==> src/rtl/afifo_arb_pkg.sv <==
// Shared definitions for the async-FIFO write arbiter.
// Holds the arbiter FSM state encoding and the default parameter values
// used by afifo_wr_arbiter and afifo_rr_pick.
package afifo_arb_pkg;

  localparam int NUM_REQ   = 4;
  localparam int DATA_W    = 32;
  localparam int BURST_LEN = 8;

  typedef enum logic {
    IDLE  = 1'b0,
    BURST = 1'b1
  } arb_state_t;

endpackage

==> src/rtl/afifo_rr_pick.sv <==
// Round-robin picker: finds the first requesting index strictly after
// last_owner, wrapping modulo NUM_REQ. Purely combinational.
// Ports: req (request vector), last_owner (index of previous winner),
//        pick (one-hot winner), pick_idx (winner index), pick_any (any request).
module afifo_rr_pick #(
  parameter int NUM_REQ = afifo_arb_pkg::NUM_REQ
) (
  input  logic [NUM_REQ-1:0]         req,
  input  logic [$clog2(NUM_REQ)-1:0] last_owner,
  output logic [NUM_REQ-1:0]         pick,
  output logic [$clog2(NUM_REQ)-1:0] pick_idx,
  output logic                       pick_any
);

  localparam int IDX_W = $clog2(NUM_REQ);

  logic found;
  int   idx;

  assign pick_any = |req;

  // Scan offsets 1..NUM_REQ from the last owner, so the last owner itself
  // is considered only after every other requester.
  always_comb begin
    pick     = '0;
    pick_idx = '0;
    found    = 1'b0;
    idx      = 0;
    for (int k = 1; k <= NUM_REQ; k++) begin
      idx = int'(last_owner) + k;
      if (idx >= NUM_REQ) idx = idx - NUM_REQ;
      if (!found && req[idx]) begin
        found     = 1'b1;
        pick[idx] = 1'b1;
        pick_idx  = IDX_W'(idx);
      end
    end
  end

endmodule

==> src/rtl/afifo_wr_arbiter.sv <==
// Burst round-robin arbiter feeding the write side of an async FIFO.
// Ports: wr_clk/reset (sync, active-high); req_valid/req_data/req_ready per
//        requester; grant (registered one-hot owner); wr_en/data_in (registered
//        FIFO write); fifo_full/fifo_almost_full (throttle inputs);
//        beat_total (per-requester 16-bit accepted-word counters) only when
//        AFIFO_ARB_STATS_EN is defined.
module afifo_wr_arbiter #(
  parameter int NUM_REQ   = afifo_arb_pkg::NUM_REQ,
  parameter int DATA_W    = afifo_arb_pkg::DATA_W,
  parameter int BURST_LEN = afifo_arb_pkg::BURST_LEN
) (
  input  logic                      wr_clk,
  input  logic                      reset,
  input  logic [NUM_REQ-1:0]        req_valid,
  input  logic [NUM_REQ*DATA_W-1:0] req_data,
  output logic [NUM_REQ-1:0]        req_ready,
  output logic [NUM_REQ-1:0]        grant,
  output logic                      wr_en,
  output logic [DATA_W-1:0]         data_in,
  input  logic                      fifo_full,
  input  logic                      fifo_almost_full
`ifdef AFIFO_ARB_STATS_EN
  ,
  output logic [NUM_REQ*16-1:0]     beat_total
`endif
);

  import afifo_arb_pkg::*;

  localparam int IDX_W = $clog2(NUM_REQ);
  localparam int CNT_W = $clog2(BURST_LEN + 1);

  arb_state_t         state, state_n;
  logic [NUM_REQ-1:0] grant_n;
  logic [IDX_W-1:0]   last_owner, last_owner_n;
  logic [CNT_W-1:0]   beat_cnt, beat_cnt_n;
  logic               throttle;
  logic               accept;
  logic [DATA_W-1:0]  owner_word;
  logic [NUM_REQ-1:0] pick;
  logic [IDX_W-1:0]   pick_idx;
  logic               pick_any;

  // almost_full is included so the write already registered in flight
  // always has a slot when the FIFO is one word from full.
  assign throttle = fifo_full | fifo_almost_full;

  // Ready is the grant itself, independent of the owner's valid.
  assign req_ready = (state == BURST && !throttle) ? grant : '0;
  assign accept    = |(req_valid & req_ready);

  // last_owner doubles as the current owner index while in BURST.
  assign owner_word = req_data[int'(last_owner)*DATA_W +: DATA_W];

  afifo_rr_pick #(
    .NUM_REQ (NUM_REQ)
  ) u_rr_pick (
    .req        (req_valid),
    .last_owner (last_owner),
    .pick       (pick),
    .pick_idx   (pick_idx),
    .pick_any   (pick_any)
  );

  always_comb begin
    state_n      = state;
    grant_n      = grant;
    last_owner_n = last_owner;
    beat_cnt_n   = beat_cnt;
    case (state)
      IDLE: begin
        grant_n = '0;
        if (pick_any && !throttle) begin
          state_n      = BURST;
          grant_n      = pick;
          last_owner_n = pick_idx;
          beat_cnt_n   = '0;
        end
      end
      BURST: begin
        if (!req_valid[last_owner]) begin
          // Owner went quiet: give up the grant immediately.
          state_n = IDLE;
          grant_n = '0;
        end else if (accept) begin
          beat_cnt_n = beat_cnt + CNT_W'(1);
          if (beat_cnt_n == CNT_W'(BURST_LEN)) begin
            state_n = IDLE;
            grant_n = '0;
          end
        end
        // Throttled with owner still valid: everything holds.
      end
      default: begin
        state_n = IDLE;
        grant_n = '0;
      end
    endcase
  end

  always_ff @(posedge wr_clk) begin
    if (reset) begin
      state      <= IDLE;
      grant      <= '0;
      last_owner <= IDX_W'(NUM_REQ - 1);
      beat_cnt   <= '0;
      wr_en      <= 1'b0;
      data_in    <= '0;
    end else begin
      state      <= state_n;
      grant      <= grant_n;
      last_owner <= last_owner_n;
      beat_cnt   <= beat_cnt_n;
      wr_en      <= accept;
      if (accept) data_in <= owner_word;
    end
  end

`ifdef AFIFO_ARB_STATS_EN
  always_ff @(posedge wr_clk) begin
    if (reset) begin
      beat_total <= '0;
    end else begin
      for (int i = 0; i < NUM_REQ; i++) begin
        if (req_valid[i] && req_ready[i])
          beat_total[i*16 +: 16] <= beat_total[i*16 +: 16] + 16'd1;
      end
    end
  end
`endif

endmodule

==> config.mk <==
export PLATFORM = sky130hd
export DESIGN_NAME = afifo_wr_arbiter
export DESIGN_NICKNAME = d
export VERILOG_FILES = /design/src/rtl/afifo_arb_pkg.sv /design/src/rtl/afifo_rr_pick.sv /design/src/rtl/afifo_wr_arbiter.sv
export SDC_FILE = /design/constraint.sdc
export NUM_CORES = 1
export LEC_CHECK = 0
export ABC_AREA = 1
export ABC_CLOCK_PERIOD_IN_PS = 3700
export CAP_MARGIN = 10
export CORE_ASPECT_RATIO = 0.75
export CORE_MARGIN = 2
export CORE_UTILIZATION = 37
export DETAILED_ROUTE_END_ITERATION = 8
export HOLD_SLACK_MARGIN = 0.02
export PLACE_DENSITY = 0.84
export SYNTH_ARGS = -nofsm -noshare
export SYNTH_HDL_FRONTEND = slang
export SYNTH_SLANG_ARGS = --single-unit
==> constraint.sdc <==
create_clock -name wr_clk -period 3.7 [get_ports wr_clk]
set_input_delay 0.74 -clock wr_clk [delete_from_list [all_inputs] [get_ports wr_clk]]
set_output_delay 0.74 -clock wr_clk [all_outputs]
set_load 0.05 [all_outputs]
# --- Word-level counts from Yosys, hierarchy flattened ---
# Index checks and enable logic that the tools add are counted.
op_classes:
  order_cmp: 13
  n_addsub: 9
  n_bitwise: 6
  n_mul: 0
  n_reduce_logical: 18
  mux: 52
  n_div: 0
  shifts: 1
  n_eq_ne: 6
ops:
  columns: ["cell", "n"]
  rows:
  - ["greater-or-equal comparator 32 x 1 -> 1 bit (second input constant)", 4]
  - ["greater-or-equal comparator 32 x 4 -> 1 bit (second input constant)", 4]
  - ["< comparator 32 x 4 -> 1 bit (second input constant)", 4]
  - ["2-to-1 mux 32 bit", 4]
  - ["variable part select 128 x 8 -> 32 bit", 1]
  - ["subtractor 32 x 4 -> 32 bit (second input constant)", 4]
  - ["2-to-1 mux 4 bit", 12]
  - ["2-to-1 mux 1 bit", 20]
  - ["case mux 4 bit (2 select lines)", 2]
  - ["OR 4 bit", 3]
  - ["binary-select mux 1 bit (select 2 bit)", 5]
  - ["logical AND 1 bit", 9]
  - ["demux 1 bit (select 2 bit)", 4]
  - ["2-to-1 mux 2 bit", 4]
  - ["OR reduction 4 bit", 2]
  - ["adder 2 x 2 -> 3 bit (second input constant)", 2]
  - ["adder 2 x 3 -> 4 bit (second input constant)", 1]
  - ["adder 4 x 1 -> 4 bit (second input constant)", 1]
  - ["AND 4 bit", 1]
  - ["equality test 4 bit (second input constant)", 1]
  - ["zero test 1 bit", 4]
  - ["inequality test 2 x 1 -> 1 bit (second input constant)", 2]
  - ["AND reduction 2 bit", 2]
  - ["adder 2 x 1 -> 3 bit (second input constant)", 1]
  - ["8 further kinds", 8]
word_totals:
  word_cells: 111
  output_inout_bits: 41
  rom_bits: 0
  ram_bits: 0
  regBits: 44
  latch_bits: 0
  memories: 0

# --- Longest topological paths before layout ---
depth:
  depth_word: 18
  depth_mapped: 14
  mapped_depth_nobuf: 11

# --- Modules after synthesis ---
# A second synthesis with hierarchy kept.
unflattened:
  cells_unflattened: 499
  area_unflattened_um2: 3228.1
by_module_without_submodules:
  columns: ["mod", "area_per_inst_um2", "instances", "cells_each", "seq_area_each_um2"]
  rows:
  - ["afifo_wr_arbiter", 2653.8, 1, 416, 880.8]
  - ["afifo_rr_pick", 574.3, 1, 83, 0.0]

# --- Worst setup path after synthesis ---
# Ideal clock, no wire load.
synth_timing:
  kind: "input to output"
  start: "input port fifo_full"
  end: "output port req_ready[0]"
  path_stages: 5
  t_arrival_ps: 1729
  path_slack_ps: 1231
  path_cell_list: "inv_1 -> nand2_1 -> nor2_2 -> inv_1 -> nor2_1"
synth_via:
  elab_chain_len: 4
synth_rtl:
  columns: ["item", "line", "text"]
  rows:
  - ["from (decl)", "afifo_wr_arbiter.sv:20", "input logic fifo_full,"]
  - ["OR 1 bit", "afifo_wr_arbiter.sv:46", "assign throttle = fifo_full | fifo_almost_full;"]
  - ["zero test 1 bit", "afifo_wr_arbiter.sv:49", "assign req_ready = (state == BURST && !throttle) ? grant : '0;"]
  - ["logical AND 1 bit", "afifo_wr_arbiter.sv:49", null]
  - ["2-to-1 mux 4 bit", "afifo_wr_arbiter.sv:49", null]
  - ["to (decl)", "afifo_wr_arbiter.sv:16", "output logic [NUM_REQ-1:0] req_ready,"]
# No other way between the ends.

# --- Worst setup path in the final report ---
layout_timing:
  start: "input port fifo_almost_full"
  end: "output port req_ready[2]"
layout_via:
  elab_chain_len: 4
layout_rtl:
  columns: ["item", "line", "text"]
  rows:
  - ["from (decl)", "afifo_wr_arbiter.sv:21", "input logic fifo_almost_full"]
  - ["OR 1 bit", "afifo_wr_arbiter.sv:46", null]
  - ["zero test 1 bit", "afifo_wr_arbiter.sv:49", null]
  - ["logical AND 1 bit", "afifo_wr_arbiter.sv:49", null]
  - ["2-to-1 mux 4 bit", "afifo_wr_arbiter.sv:49", null]
# No other way between the ends.

==> results.md <==
- Status: completed
- Synth-to-layout area growth: 64.3%
- Cell taking the most area after synthesis: dfxtp_1
- Die width: between 100 and 150 um
- Ys Warns: 0
- Yosys reg bits: 44
- Hold Path Class: reg -> reg
- Slew Limit Fails: 0
- GPL Wtd Cong: approximately 0.83
- Routed Antenna Nets: 0
- Synth top area share: 29.2%
- First-pass GRT wire length: 16100 um
- CP Capture Type: output port
- Share of cells above drive strength 1: between 6 and 7%
- WS Path Type: in -> out
- Sequential share of the synthesized area: 29.2%
- Cell Area, Synth: 3020 sq um
- Initial Util: 38.1%
- Arrival @ worst endpoint: 2.49 ns
- Core Region: 7920 sq um
- Post-CTS setup buffers: 0
- Routed WL per cell: 14.6 um
- Final setup viols: 0
- CTS tree: yes
- Num CTS Buffers: 5
- Adder-Cell Fraction of Synth Area: 3.73%
- Post-synthesis mux area share: 0%
- Detail Placement HPWL: a little under 8000 um
- Skew final: between 0.006 and 0.007 ns
- Post-placement cell area: about 4800 sq um
- Area of the die: 8900 sq um
- DRC violations left: 0
- Clock slew at reported path FFs: 0.09 ns
- FILL cells: ~700
- TNS Setup: 0 ns
- Worst-Margin Slew: 0.781 ns
- ANT cells: 0
- Library cells used by synthesis: 29
- Main combinational cell family by area after synthesis: simple AND/OR/NAND/NOR gates
- RSZ-0062 raised after global routing: false
- Vias/cell: 5.22
- Startpoint type of the worst setup path: input pin
- # rows: 28
- Critical-path maximum fanout: 5
- Initial antenna violation count: 0
- Post-synthesis simple-gate area fraction: 31.8%
- Final period util: 87.2%
- Total track usage: 22.5%
- I/O pins: 177
- Largest net degree at the start of global routing: 74
- Grt ovf: 0
- Vias in the first global route: 3356
- Ranking of synthesized cells by area: dfxtp_1, nor2_1, o21ai_0
- Normalized max-slew margin: 47.8%
- Hold_buf cts: 0
- PortBufs: 176
- Peak ir drop on the vdd network: 216 uV
- Achievable frequency: 0.310 GHz
- Max-Cap Viols: 0
- Final Net Count: 775
- Cells after synthesis: 474
- CTS H-tree depth: 2
- Syn avg cell area: 6.37 sq um
- Syn_nets: 619
- Post-layout min period: 3.23 ns
- CP required: between 2 and 3 ns
- Compound-Gate Fraction of Synth Area: 27.1%
- Total wire length: about 11000 um
- Post-CTS sizing: 0
- Pleak: 1.88 nW
- Post-route design area: 4960 sq um
- Post-synthesis xor/xnor area fraction: 0.290%
- Die height: 82.2 um
- Max Buffers Root-to-Sink: 2
- Clock Sinks: 44
- Final Hold Fails: 0
- Power Density: 297 nW/um^2
- Drt initial violations: 278
- Worst-Skew Late Latency: 0.29 ns
- Via count: 3841
- CTS root buffer: clkbuf_8
- Pre-antenna DRT Iters: 4
cells in the final DEF, fill, tap and decap left out, drive strengths merged:
cell type / n
nand3: 38
or2: 1
xor2: 1
nand2: 35
inv: 20
buf: 6
ha: 9
o22ai: 8
clkbuf: 5
nand4: 2
a31oi: 24
nor2: 141
a21boi: 5
bufinv: 3
dfxtp: 44
clkdlybuf4s50: 176
o21ai: 99
a21oi: 14
Yosys cell counts:
cell,instances
buf_6,2
a21boi_1,1
or2_2,1
a31oi_1,24
nand2_4,3
ha_1,9
a21oi_2,4
nand2_2,3
o21ai_0,94
clkbuf_1,11
nor2_1,136
dfxtp_1,44
inv_4,1
o22ai_1,8
nor2_4,1
buf_1,4
buf_2,16
o21ai_1,5
inv_2,3
nor2_8,1
xor2_1,1
nor2_2,3
inv_1,16
a21boi_0,4
nand4_1,2
a21oi_1,10
nand3_1,32
nand3_2,6
nand2_1,29
layout make-up:
cell class / instances / area, sq um / share of cell area [%]
sequential: 44 / 882 / 17.8
multi-input combinational: 377 / 1900 / 38.3
clock inverter: 3 / 90.1 / 1.82
timing repair buffer: 182 / 1810 / 36.4
clock buffer: 5 / 68.8 / 1.39
tap: 105 / 131 / 2.65
inverter: 20 / 77.6 / 1.56
critical path, cell delays in order:
cell and delay, ns:
clkdlybuf4s50_1 0.40, inv_1 0.08, nand2_1 0.06, nor2_2 0.19, inv_1 0.11, nor2_1 0.10, clkdlybuf4s50_1 0.81
stage by stage:
step                worst slack [ns]  std cells  util (%)  hold slack, ns  power (mW)
finish                         0.472        736      62.6           0.487        1.47
CTS                            0.478        736      62.6           0.493        1.48
global placement               0.554        728      60.6           0.468       0.956
floorplan                       1.23        474         -           0.447       0.768
detailed placement             0.483        728      60.6           0.471       0.970
global route                   0.346        736      62.6           0.514        1.55
power by group:
| part | internal [mW] | switching (mW) | leakage (nW) | total [mW] |
|---|---|---|---|---|
| sequential | 0.479 | 0.00508 | 0.355 | 0.485 |
| clock | 0.338 | 0.170 | 0.0784 | 0.508 |
| combinational | 0.227 | 0.253 | 1.44 | 0.480 |
| total | 1.04 | 0.428 | 1.88 | 1.47 |
state kept, by name, summed over array words and instances, names as in the netlist:
name / count
beat_cnt: 4
data_in: 32
grant: 4
last_owner: 2
state: 1
wr_en: 1
cell families after synthesis:
family	Yosys count
xor gates and xnor gates	1
DFF	44
adders and majority gates	9
and+or+nand+nor	217
buffers and inverters	53
AOI/OAI and AO/OA	150
layer usage:
layer / wire length (um) / track usage (%)
met2: 5070 / 38.0
met1: 4700 / 29.0
met3: 856 / 4.63
met4: 132 / 7.69
met5: 0 / 0
path summary, 6_finish.rpt:
path                                        from  depth (start not counted)  slack [ns]            end
worst max-delay path            fifo_almost_full                          7        0.47   req_ready[2]
worst min-delay path                  data_in[0]                          2        0.49     data_in[0]
worst max register to register     last_owner[1]                         10        1.32  last_owner[0]
worst min register to register        data_in[0]                          2        0.49     data_in[0]
Note: power is estimated with default switching activity, not from simulation.
